## config.mk

```make
export PLATFORM = sky130hd
export DESIGN_NAME = beta_mem_arbiter_flat
export DESIGN_NICKNAME = d
export VERILOG_FILES = /design/src/rtl/beta_mem_arbiter_if.sv /design/src/rtl/beta_mem_arbiter.sv /design/src/flat_wrapper.sv
export SDC_FILE = /design/constraint.sdc
export NUM_CORES = 1
export LEC_CHECK = 0
export ABC_AREA = 1
export BUFFER_PORTS_ARGS = -buffer_cell sky130_fd_sc_hd__buf_2
export CAP_MARGIN = 0
export CORE_ASPECT_RATIO = 0.8
export CORE_MARGIN = 5
export CORE_UTILIZATION = 25
export DETAILED_ROUTE_END_ITERATION = 16
export MAX_ROUTING_LAYER = met4
export PLACE_DENSITY_LB_ADDON = 0.12
export SLEW_MARGIN = 20
export SYNTH_ARGS = -nofsm -noshare
export SYNTH_HDL_FRONTEND = slang
export SYNTH_SLANG_ARGS = --single-unit
```

## constraint.sdc

```tcl
create_clock -name clk -period 3.44 [get_ports clk]
set_clock_uncertainty 0.1 [all_clocks]
set_input_delay 0.86 -clock clk [delete_from_list [all_inputs] [get_ports clk]]
set_output_delay 0.86 -clock clk [all_outputs]
set_load 0.1 [all_outputs]
```

## src/rtl/beta_mem_arbiter_if.sv

```systemverilog
// rtl/beta_mem_arbiter_if.sv - Beta fetch/data request bus and shared memory bus bundle
interface beta_mem_arbiter_if #(
  parameter int AW = 32,
  parameter int DW = 32
);
  logic          i_req;
  logic [AW-1:0] i_adr;
  logic          i_ack;
  logic [DW-1:0] i_rdata;
  logic          d_req;
  logic [AW-1:0] d_adr;
  logic          d_we;
  logic [DW-1:0] d_wdata;
  logic          d_ack;
  logic [DW-1:0] d_rdata;
  logic          err;
  logic          mem_req;
  logic [AW-1:0] mem_adr;
  logic          mem_we;
  logic [DW-1:0] mem_wdata;
  logic          mem_ack;
  logic [DW-1:0] mem_rdata;
  logic          stall;

  modport slave (
    input  i_req, i_adr, d_req, d_adr, d_we, d_wdata, mem_ack, mem_rdata,
    output i_ack, i_rdata, d_ack, d_rdata, err, mem_req, mem_adr, mem_we, mem_wdata, stall
  );

  modport master (
    output i_req, i_adr, d_req, d_adr, d_we, d_wdata, mem_ack, mem_rdata,
    input  i_ack, i_rdata, d_ack, d_rdata, err, mem_req, mem_adr, mem_we, mem_wdata, stall
  );
endinterface

```

## src/rtl/beta_mem_arbiter.sv

```systemverilog
// rtl/beta_mem_arbiter.sv - round-robin fetch/data arbiter onto one variable-latency memory
// Optional ACC watchdog enabled by defining BETA_ARB_TIMEOUT_EN.
module beta_mem_arbiter #(
  parameter int AW      = 32,
  parameter int DW      = 32,
  parameter int TIMEOUT = 15
) (
  input  logic              clk,
  input  logic              RESET_N,
  beta_mem_arbiter_if.slave bus
);

  localparam logic [1:0] S_IDLE = 2'd0;
  localparam logic [1:0] S_ACC  = 2'd1;
  localparam logic [1:0] S_DONE = 2'd2;

  localparam logic OWN_FETCH = 1'b0;
  localparam logic OWN_DATA  = 1'b1;

  logic [1:0]    state;
  logic          owner;
  logic          last;
  logic          mem_req_q;
  logic          mem_we_q;
  logic [AW-1:0] mem_adr_q;
  logic [DW-1:0] mem_wdata_q;
  logic [DW-1:0] i_rdata_q;
  logic [DW-1:0] d_rdata_q;
  logic          i_ack_q;
  logic          d_ack_q;
  logic          grant_fetch;
  logic          grant_data;

  // On a tie the requester that was not served last wins.
  always_comb begin
    grant_fetch = bus.i_req & (~bus.d_req | (last == OWN_DATA));
    grant_data  = bus.d_req & ~grant_fetch;
  end

`ifdef BETA_ARB_TIMEOUT_EN
  localparam int CW = ($clog2(TIMEOUT + 1) > 4) ? $clog2(TIMEOUT + 1) : 4;

  logic [CW-1:0] wait_cnt;
  logic          err_q;
  logic          timeout_hit;

  // Fires in the TIMEOUT-th ACC cycle; a mem_ack in that same cycle takes priority.
  assign timeout_hit = (wait_cnt == CW'(TIMEOUT - 1)) & ~bus.mem_ack;
  assign bus.err     = err_q;
`else
  logic unused_timeout;
  assign unused_timeout = ^TIMEOUT;
  assign bus.err        = 1'b0;
`endif

  always_ff @(posedge clk or negedge RESET_N) begin
    if (!RESET_N) begin
      state       <= S_IDLE;
      owner       <= OWN_FETCH;
      last        <= OWN_DATA;
      mem_req_q   <= 1'b0;
      mem_we_q    <= 1'b0;
      mem_adr_q   <= '0;
      mem_wdata_q <= '0;
      i_rdata_q   <= '0;
      d_rdata_q   <= '0;
      i_ack_q     <= 1'b0;
      d_ack_q     <= 1'b0;
`ifdef BETA_ARB_TIMEOUT_EN
      wait_cnt    <= '0;
      err_q       <= 1'b0;
`endif
    end else begin
      i_ack_q <= 1'b0;
      d_ack_q <= 1'b0;
      case (state)
        S_IDLE: begin
          if (grant_fetch | grant_data) begin
            owner       <= grant_data;
            last        <= grant_data;
            mem_adr_q   <= grant_data ? bus.d_adr : bus.i_adr;
            mem_we_q    <= grant_data & bus.d_we;
            mem_wdata_q <= grant_data ? bus.d_wdata : '0;
            mem_req_q   <= 1'b1;
            state       <= S_ACC;
`ifdef BETA_ARB_TIMEOUT_EN
            wait_cnt    <= '0;
`endif
          end
        end
        S_ACC: begin
          if (bus.mem_ack) begin
            mem_req_q <= 1'b0;
            if (owner == OWN_DATA) d_rdata_q <= bus.mem_rdata;
            else                   i_rdata_q <= bus.mem_rdata;
            d_ack_q   <= (owner == OWN_DATA);
            i_ack_q   <= (owner == OWN_FETCH);
            state     <= S_DONE;
`ifdef BETA_ARB_TIMEOUT_EN
            err_q     <= 1'b0;
          end else if (timeout_hit) begin
            mem_req_q <= 1'b0;
            if (owner == OWN_DATA) d_rdata_q <= '0;
            else                   i_rdata_q <= '0;
            d_ack_q   <= (owner == OWN_DATA);
            i_ack_q   <= (owner == OWN_FETCH);
            err_q     <= 1'b1;
            state     <= S_DONE;
          end else begin
            wait_cnt  <= wait_cnt + CW'(1);
`endif
          end
        end
        S_DONE: begin
          state <= S_IDLE;
`ifdef BETA_ARB_TIMEOUT_EN
          err_q <= 1'b0;
`endif
        end
        default: state <= S_IDLE;
      endcase
    end
  end

  assign bus.mem_req   = mem_req_q;
  assign bus.mem_we    = mem_we_q;
  assign bus.mem_adr   = mem_adr_q;
  assign bus.mem_wdata = mem_wdata_q;
  assign bus.i_ack     = i_ack_q;
  assign bus.d_ack     = d_ack_q;
  assign bus.i_rdata   = i_rdata_q;
  assign bus.d_rdata   = d_rdata_q;
  assign bus.stall     = (bus.i_req & ~i_ack_q) | (bus.d_req & ~d_ack_q);

endmodule

```

## src/flat_wrapper.sv

```systemverilog
// flat-port wrapper written by rule: the top's interface ports become plain ports
module beta_mem_arbiter_flat 
#(
  parameter int AW      = 32,
  parameter int DW      = 32,
  parameter int TIMEOUT = 15
)
  (clk, RESET_N, bus_i_req, bus_i_adr, bus_d_req, bus_d_adr, bus_d_we, bus_d_wdata, bus_mem_ack, bus_mem_rdata, bus_i_ack, bus_i_rdata, bus_d_ack, bus_d_rdata, bus_err, bus_mem_req, bus_mem_adr, bus_mem_we, bus_mem_wdata, bus_stall);
  beta_mem_arbiter_if #(.AW(AW), .DW(DW)) bus_i ();
  input  logic clk;
  input  logic RESET_N;
  input wire logic [$bits(bus_i.i_req)-1:0] bus_i_req;
  input wire logic [$bits(bus_i.i_adr)-1:0] bus_i_adr;
  input wire logic [$bits(bus_i.d_req)-1:0] bus_d_req;
  input wire logic [$bits(bus_i.d_adr)-1:0] bus_d_adr;
  input wire logic [$bits(bus_i.d_we)-1:0] bus_d_we;
  input wire logic [$bits(bus_i.d_wdata)-1:0] bus_d_wdata;
  input wire logic [$bits(bus_i.mem_ack)-1:0] bus_mem_ack;
  input wire logic [$bits(bus_i.mem_rdata)-1:0] bus_mem_rdata;
  output wire logic [$bits(bus_i.i_ack)-1:0] bus_i_ack;
  output wire logic [$bits(bus_i.i_rdata)-1:0] bus_i_rdata;
  output wire logic [$bits(bus_i.d_ack)-1:0] bus_d_ack;
  output wire logic [$bits(bus_i.d_rdata)-1:0] bus_d_rdata;
  output wire logic [$bits(bus_i.err)-1:0] bus_err;
  output wire logic [$bits(bus_i.mem_req)-1:0] bus_mem_req;
  output wire logic [$bits(bus_i.mem_adr)-1:0] bus_mem_adr;
  output wire logic [$bits(bus_i.mem_we)-1:0] bus_mem_we;
  output wire logic [$bits(bus_i.mem_wdata)-1:0] bus_mem_wdata;
  output wire logic [$bits(bus_i.stall)-1:0] bus_stall;
  assign bus_i.i_req = bus_i_req;
  assign bus_i.i_adr = bus_i_adr;
  assign bus_i.d_req = bus_d_req;
  assign bus_i.d_adr = bus_d_adr;
  assign bus_i.d_we = bus_d_we;
  assign bus_i.d_wdata = bus_d_wdata;
  assign bus_i.mem_ack = bus_mem_ack;
  assign bus_i.mem_rdata = bus_mem_rdata;
  assign bus_i_ack = bus_i.i_ack;
  assign bus_i_rdata = bus_i.i_rdata;
  assign bus_d_ack = bus_i.d_ack;
  assign bus_d_rdata = bus_i.d_rdata;
  assign bus_err = bus_i.err;
  assign bus_mem_req = bus_i.mem_req;
  assign bus_mem_adr = bus_i.mem_adr;
  assign bus_mem_we = bus_i.mem_we;
  assign bus_mem_wdata = bus_i.mem_wdata;
  assign bus_stall = bus_i.stall;
  beta_mem_arbiter #(.AW(AW), .DW(DW), .TIMEOUT(TIMEOUT)) u_core (.clk(clk), .RESET_N(RESET_N), .bus(bus_i));
endmodule
```

==> qor.csv, run 1 <==
stage;metric;value;unit
status;outcome;complete, no violations;
flow_run;maxCapViolations;0;
yosys;synth-async-reset-ratio;100;%
detailed_routing;via_count;5136;
cts;cts_root_buffer;clkbuf_16;
detailed_routing;wl_met3;1.23;mm
cts;cts_tree;built;
critical_path;critPathMaxStageDelay;0.44;ns
yosys;synthMostInstantiatedCell;nand2_1;
cts;worstSkewPairLatency;0.42;ns
grt;grt_usage;14.2;%
final_layout;utilization;35.1;%
cts;clk_pin_slew;0.07;ns
cts;post_cts_buffers;0;
critical_path;path_common_cell;buf_2;
critical_path;r2r-start;u_core.state[0]$_DFFE_PN0P_;
final_layout;nets;1079;
yosys;synthSimpleGateAreaFrac;24.4;%
yosys;syn-instance-count;691;
timing;slew_headroom;37.8;%
yosys;synth_compound_area_share;5.83;%
yosys;ys_types;20;
final_layout;fillers;2449;
detailed_routing;met2_length;8.45;mm
place;hpwl;13.1;mm
yosys;ys_seq_area_share;58.9;%
die;initial_core_util;25.5;%
critical_path;crit_start;bus_d_req;
place;numPortBuffers;266;
grt;grt_pass1_wl;29.3;mm
critical_path;path_cells;buf_2, inv_1, o22ai_2, buf_2;
timing;tns;0;ns
timing;tightest_slew;0.930;ns
cts;cts_max_path_buffers;2;
detailed_routing;highest_layer;met4;
cts;cts_resized;0;
hold_path;hp-class;input port to asynchronous set/reset pin;
cts;cts.sinks;136;
final_layout;final_cell_count_no_fill;1265;
die;coreArea;0.0226;sq mm
yosys;synth_top_area_cell;dfrtp_1;
timing;post-route-period-util;78.7;%
timing;setup_viol;0;
final_layout;drive_above_1_share;33.2;%
yosys;synth_mux_area_share;0;%
yosys;syn_nets;825;
detailed_routing;drc_errors;0;
die;chipWidth;180;um
grt;grt_max_degree;66;
detailed_routing;drt_first_pass_iters;4;
place;place_congestion;0.759;
yosys;syn_area_per_cell;8.36;sq um
yosys;synth_area_leaders;dfrtp_1 58%, nand2_1 15%, nand3_1 8.4%;
yosys;synth-main-ff-cell;dfrtp_1;
grt;antenna_found_initial;1;
critical_path;critPathSlowestCell;buf_2;
critical_path;cp-end-kind;output port;
timing;slew_violations;0;
die;die-area;0.0263;sq mm
die;die_h;146;um
final_layout;area_growth_syn_to_layout;37.5;%
yosys;synth_top_area_share;58.5;%
yosys;netlist_area;0.00578;sq mm
critical_path;start_kind;input port;
grt;grt-ovfl-total;0;
yosys;yosysWarnings;0;
critical_path;critical_path_class;input port to output port;
critical_path;path_max_fanout;15;
detailed_routing;vias_per_cell;4.06;
grt;grt_pass1_vias;5256;
yosys;yosys-top-cells-count;235 x nand2_1, 135 x dfrtp_1, 103 x inv_1;
die;io_pins;268;
detailed_routing;wirelength;18.2;mm
timing;finalHoldViolations;0;
detailed_routing;drtAntennaViolNets;0;
critical_path;crit_required;2.48;ns
place;dp_cells;1232;
detailed_routing;post_drt_wl_per_cell;14.4;um
yosys;synth_xor_area_share;0;%
timing;post-route-min-period;2.71;ns
yosys;synth_edf_count;0;
critical_path;crit_arrival;1.75;ns
cts;cts_max_level;4;
yosys;yosys.area_share.adder;0;%
die;num_rows;49;
detailed_routing;wl_met1;8.31;mm
detailed_routing;first_iter_violations;184;
yosys;synth_top_family_by_area;simple AND/OR/NAND/NOR gates;
yosys;ys_ff_latch;136;
cts;holdBufCountCts;0;
timing;fmaxAchievable;369;MHz
timing;rsz0062_at_grt;false;
cts;cts_buffers;17;
==> flip-flops by register name, summed over array words and instances, names as in the netlist <==
| name | flops |
|---|---|
| u_core.bus.d_rdata | 32 |
| u_core.bus.i_rdata | 32 |
| u_core.bus.mem_adr | 32 |
| u_core.bus.mem_wdata | 32 |
| u_core.state | 2 |
| u_core.bus.d_ack | 1 |
| u_core.bus.i_ack | 1 |
| u_core.bus.mem_req | 1 |
| u_core.bus.mem_we | 1 |
| u_core.last | 1 |
| u_core.owner | 1 |
==> path summary, 6_finish.rpt <==
check / to / slack [ns] / cells after the start
min in group clk: u_core.bus.mem_wdata[30]$_DFFE_PN0P_ / 0.37 / 2
max in group asynchronous: u_core.bus.i_rdata[11]$_DFFE_PN0P_ / 2.17 / 2
worst min register to register: u_core.bus.mem_wdata[30]$_DFFE_PN0P_ / 0.37 / 2
worst max-delay path: bus_stall / 0.73 / 4
worst max register to register: u_core.bus.i_rdata[0]$_DFFE_PN0P_ / 1.44 / 6
worst min-delay path: u_core.bus.mem_wdata[24]$_DFFE_PN0P_ / 0.29 / 1
==> area by class of cell <==
cell class / count / area [sq um] / area share, %
clock inverter: 15 / 136 / 1.72
antenna: 1 / 2.50 / 0.0315
inverter: 106 / 398 / 5.01
clock buffer: 17 / 425 / 5.36
sequential: 136 / 3400 / 42.9
multi-input combinational: 408 / 1770 / 22.3
tap: 306 / 383 / 4.82
timing repair buffer: 276 / 1430 / 17.9
==> per-layer routing <==
layer,track usage [%],up-vias
li1,-,2624
met1,17.6,2353
met2,22.4,147
met3,5.07,12
met4,3.66,0
met5,-,-
==> layout by cell type (no fill, tap or decap), drive strengths merged <==
cell type / count
clkbuf: 17
o21ai: 66
buf: 276
o22ai: 1
dfstp: 1
clkinv: 6
clkinvlp: 2
nand2: 236
diode: 1
nor2: 6
dfrtp: 135
inv: 113
nand3: 97
conb: 1
nand4: 1
==> cells by family after synthesis <==
| logic type | after synthesis |
|---|---|
| AO/OA/AOI/OAI | 67 |
| buffers and inverters | 147 |
| flip-flops | 136 |
| other | 1 |
| AND/OR/NAND/NOR | 340 |
==> critical path: cells and delay by family <==
family	cells	cell delay (ns)
AO/OA/AOI/OAI	1	0.11
buffers and inverters	3	0.78
==> through the flow <==
step | worst slack (ns) | hold WS (ns) | area, sq um
CTS | 0.739 | 0.289 | 7940
finish | 0.732 | 0.291 | 7940
detailed placement | 0.740 | 0.358 | 7380
global route | 0.702 | 0.319 | 7940
floorplan | 0.318 | 0.343 | 5780
global placement | 0.727 | 0.356 | 7380
Power of run 1 is not shown: default switching activity piles up to over one toggle a cycle in this logic, so the estimate is an artifact.
==> inputs of run 2 (changes only) <==
clock period = 2.45 ns   (was 3.44 ns; I/O delays follow)
==> qor.csv, run 2 (synthesis gave the netlist of run 1 again) <==
stage;metric;value;unit
place;numPortBuffers;266;
detailed_routing;post_drt_wl_per_cell;14.4;um
critical_path;critPathSlowestCell;buf_2;
critical_path;crit_required;1.74;ns
status;outcome;complete, no violations;
die;die-area;0.0263;sq mm
cts;post_cts_buffers;0;
timing;setup_viol;0;
critical_path;crit_arrival;1.26;ns
grt;grt_pass1_vias;5294;
final_layout;layout_common_cells;264 x buf_2, 234 x nand2_1, 135 x dfrtp_1;
final_layout;area_growth_syn_to_layout;39.2;%
cts;cts_buffers;17;
timing;fmaxAchievable;508;MHz
timing;post-route-period-util;80.4;%
cts;clk_pin_slew;0.07;ns
die;initial_core_util;25.5;%
cts;holdBufCountCts;0;
final_layout;layout_commonest_cell;buf_2;
final_layout;nets;1083;
timing;tightest_slew;0.617;ns
timing;slew_violations;0;
place;hpwl;12.9;mm
die;num_rows;49;
grt;grt-ovfl-total;0;
detailed_routing;drc_errors;0;
die;chipWidth;180;um
grt;grt_max_degree;66;
critical_path;cp-end-kind;output port;
final_layout;antenna_cells;0;
place;place_congestion;0.749;
grt;grt_pass1_wl;29.6;mm
cts;cts.sinks;136;
timing;rsz0062_at_grt;false;
final_layout;multi_input_area;0.00177;sq mm
detailed_routing;vias_per_cell;4.02;
critical_path;critical_path_class;flip-flop to output port;
final_layout;fillers;2361;
cts;cts_max_path_buffers;2;
hold_path;hp-class;input port to asynchronous set/reset pin;
cts;cts_root_buffer;clkbuf_16;
critical_path;critPathMaxStageDelay;0.46;ns
final_layout;regArea;0.00340;sq mm
cts;cts_max_level;4;
timing;finalHoldViolations;0;
timing;post-route-min-period;1.97;ns
critical_path;start_kind;flip-flop;
die;die_h;146;um
grt;antenna_found_initial;0;
detailed_routing;first_iter_violations;278;
final_layout;drive_above_1_share;33.4;%
die;io_pins;268;
detailed_routing;wirelength;18.2;mm
critical_path;path_cells;buf_2;
timing;slew_headroom;58.8;%
cts;cts_tree;built;
critical_path;path_max_fanout;2;
flow_run;maxCapViolations;0;
timing;tns;0;ns
critical_path;cp_top_family;buffers and inverters;
die;coreArea;0.0226;sq mm
cts;cts_resized;0;
detailed_routing;drtAntennaViolNets;0;
detailed_routing;via_count;5101;
grt;grt_usage;14.3;%
critical_path;worstPathBufferInverterCount;1;
cts;worstSkewPairLatency;0.40;ns
detailed_routing;drt_first_pass_iters;4;
[run 2: changes by cell type in the layout (fill, tap and decap cells not counted), sizes merged]
cell      change
bufinv        +1
buf           +4
diode         -1
clkinvlp      +2
clkbuf        +2
inv           -1
clkinv        -4
[run 2: layout make-up]
cell class | instances | share of cell area (%)
Sequential cell | 136 | 42.3
Tap cell | 306 | 4.76
Multi-Input combinational cell | 408 | 22.0
Timing Repair Buffer | 280 | 18.7
Clock buffer | 19 | 5.51
Clock inverter | 13 | 1.68
Inverter | 106 | 4.95
[run 2: per-stage QoR]
step	area [sq um]	setup slack (ns)	cells	util, %	hold slack, ns
after CTS	8040	0.441	1268	35.6	0.00630
after floorplan	5790	0.0448	691	-	0.217
after detailed placement	7460	0.529	1236	33.0	0.355
final	8040	0.481	1268	35.6	0.0103
after global placement	7460	0.534	1236	33.0	0.351
after global routing	8040	0.419	1268	35.6	0.0148
[run 2: metal layers]
| layer | wire [um] | GRT usage, % | share of wire, % | up-vias |
|---|---|---|---|---|
| met4 | 215 | 3.05 | 1.2 | 0 |
| met1 | 8670 | 18.7 | 48 | 2291 |
| li1 | - | - | - | 2634 |
| met5 | 0 | - | 0 | - |
| met3 | 1270 | 5.45 | 7.0 | 14 |
| met2 | 8060 | 21.2 | 44 | 162 |
[run 2: final timing paths]
check                                                      from                                    to  slack (ns)  cells after the start
max                                  u_core.bus.i_ack$_DFF_PN0_                             bus_i_ack        0.48                      1
min                                                     RESET_N  u_core.bus.mem_wdata[13]$_DFFE_PN0P_        0.01                      1
max reg2reg                         u_core.state[0]$_DFFE_PN0P_     u_core.bus.i_rdata[5]$_DFFE_PN0P_        0.93                      6
min reg2reg                u_core.bus.mem_wdata[28]$_DFFE_PN0P_  u_core.bus.mem_wdata[28]$_DFFE_PN0P_        0.37                      2
max in group asynchronous                               RESET_N               u_core.last$_DFFE_PN1P_        1.63                      2
min in group clk                                bus_d_wdata[13]  u_core.bus.mem_wdata[13]$_DFFE_PN0P_        0.32                      3
Power of run 2 is left out for the same reason.
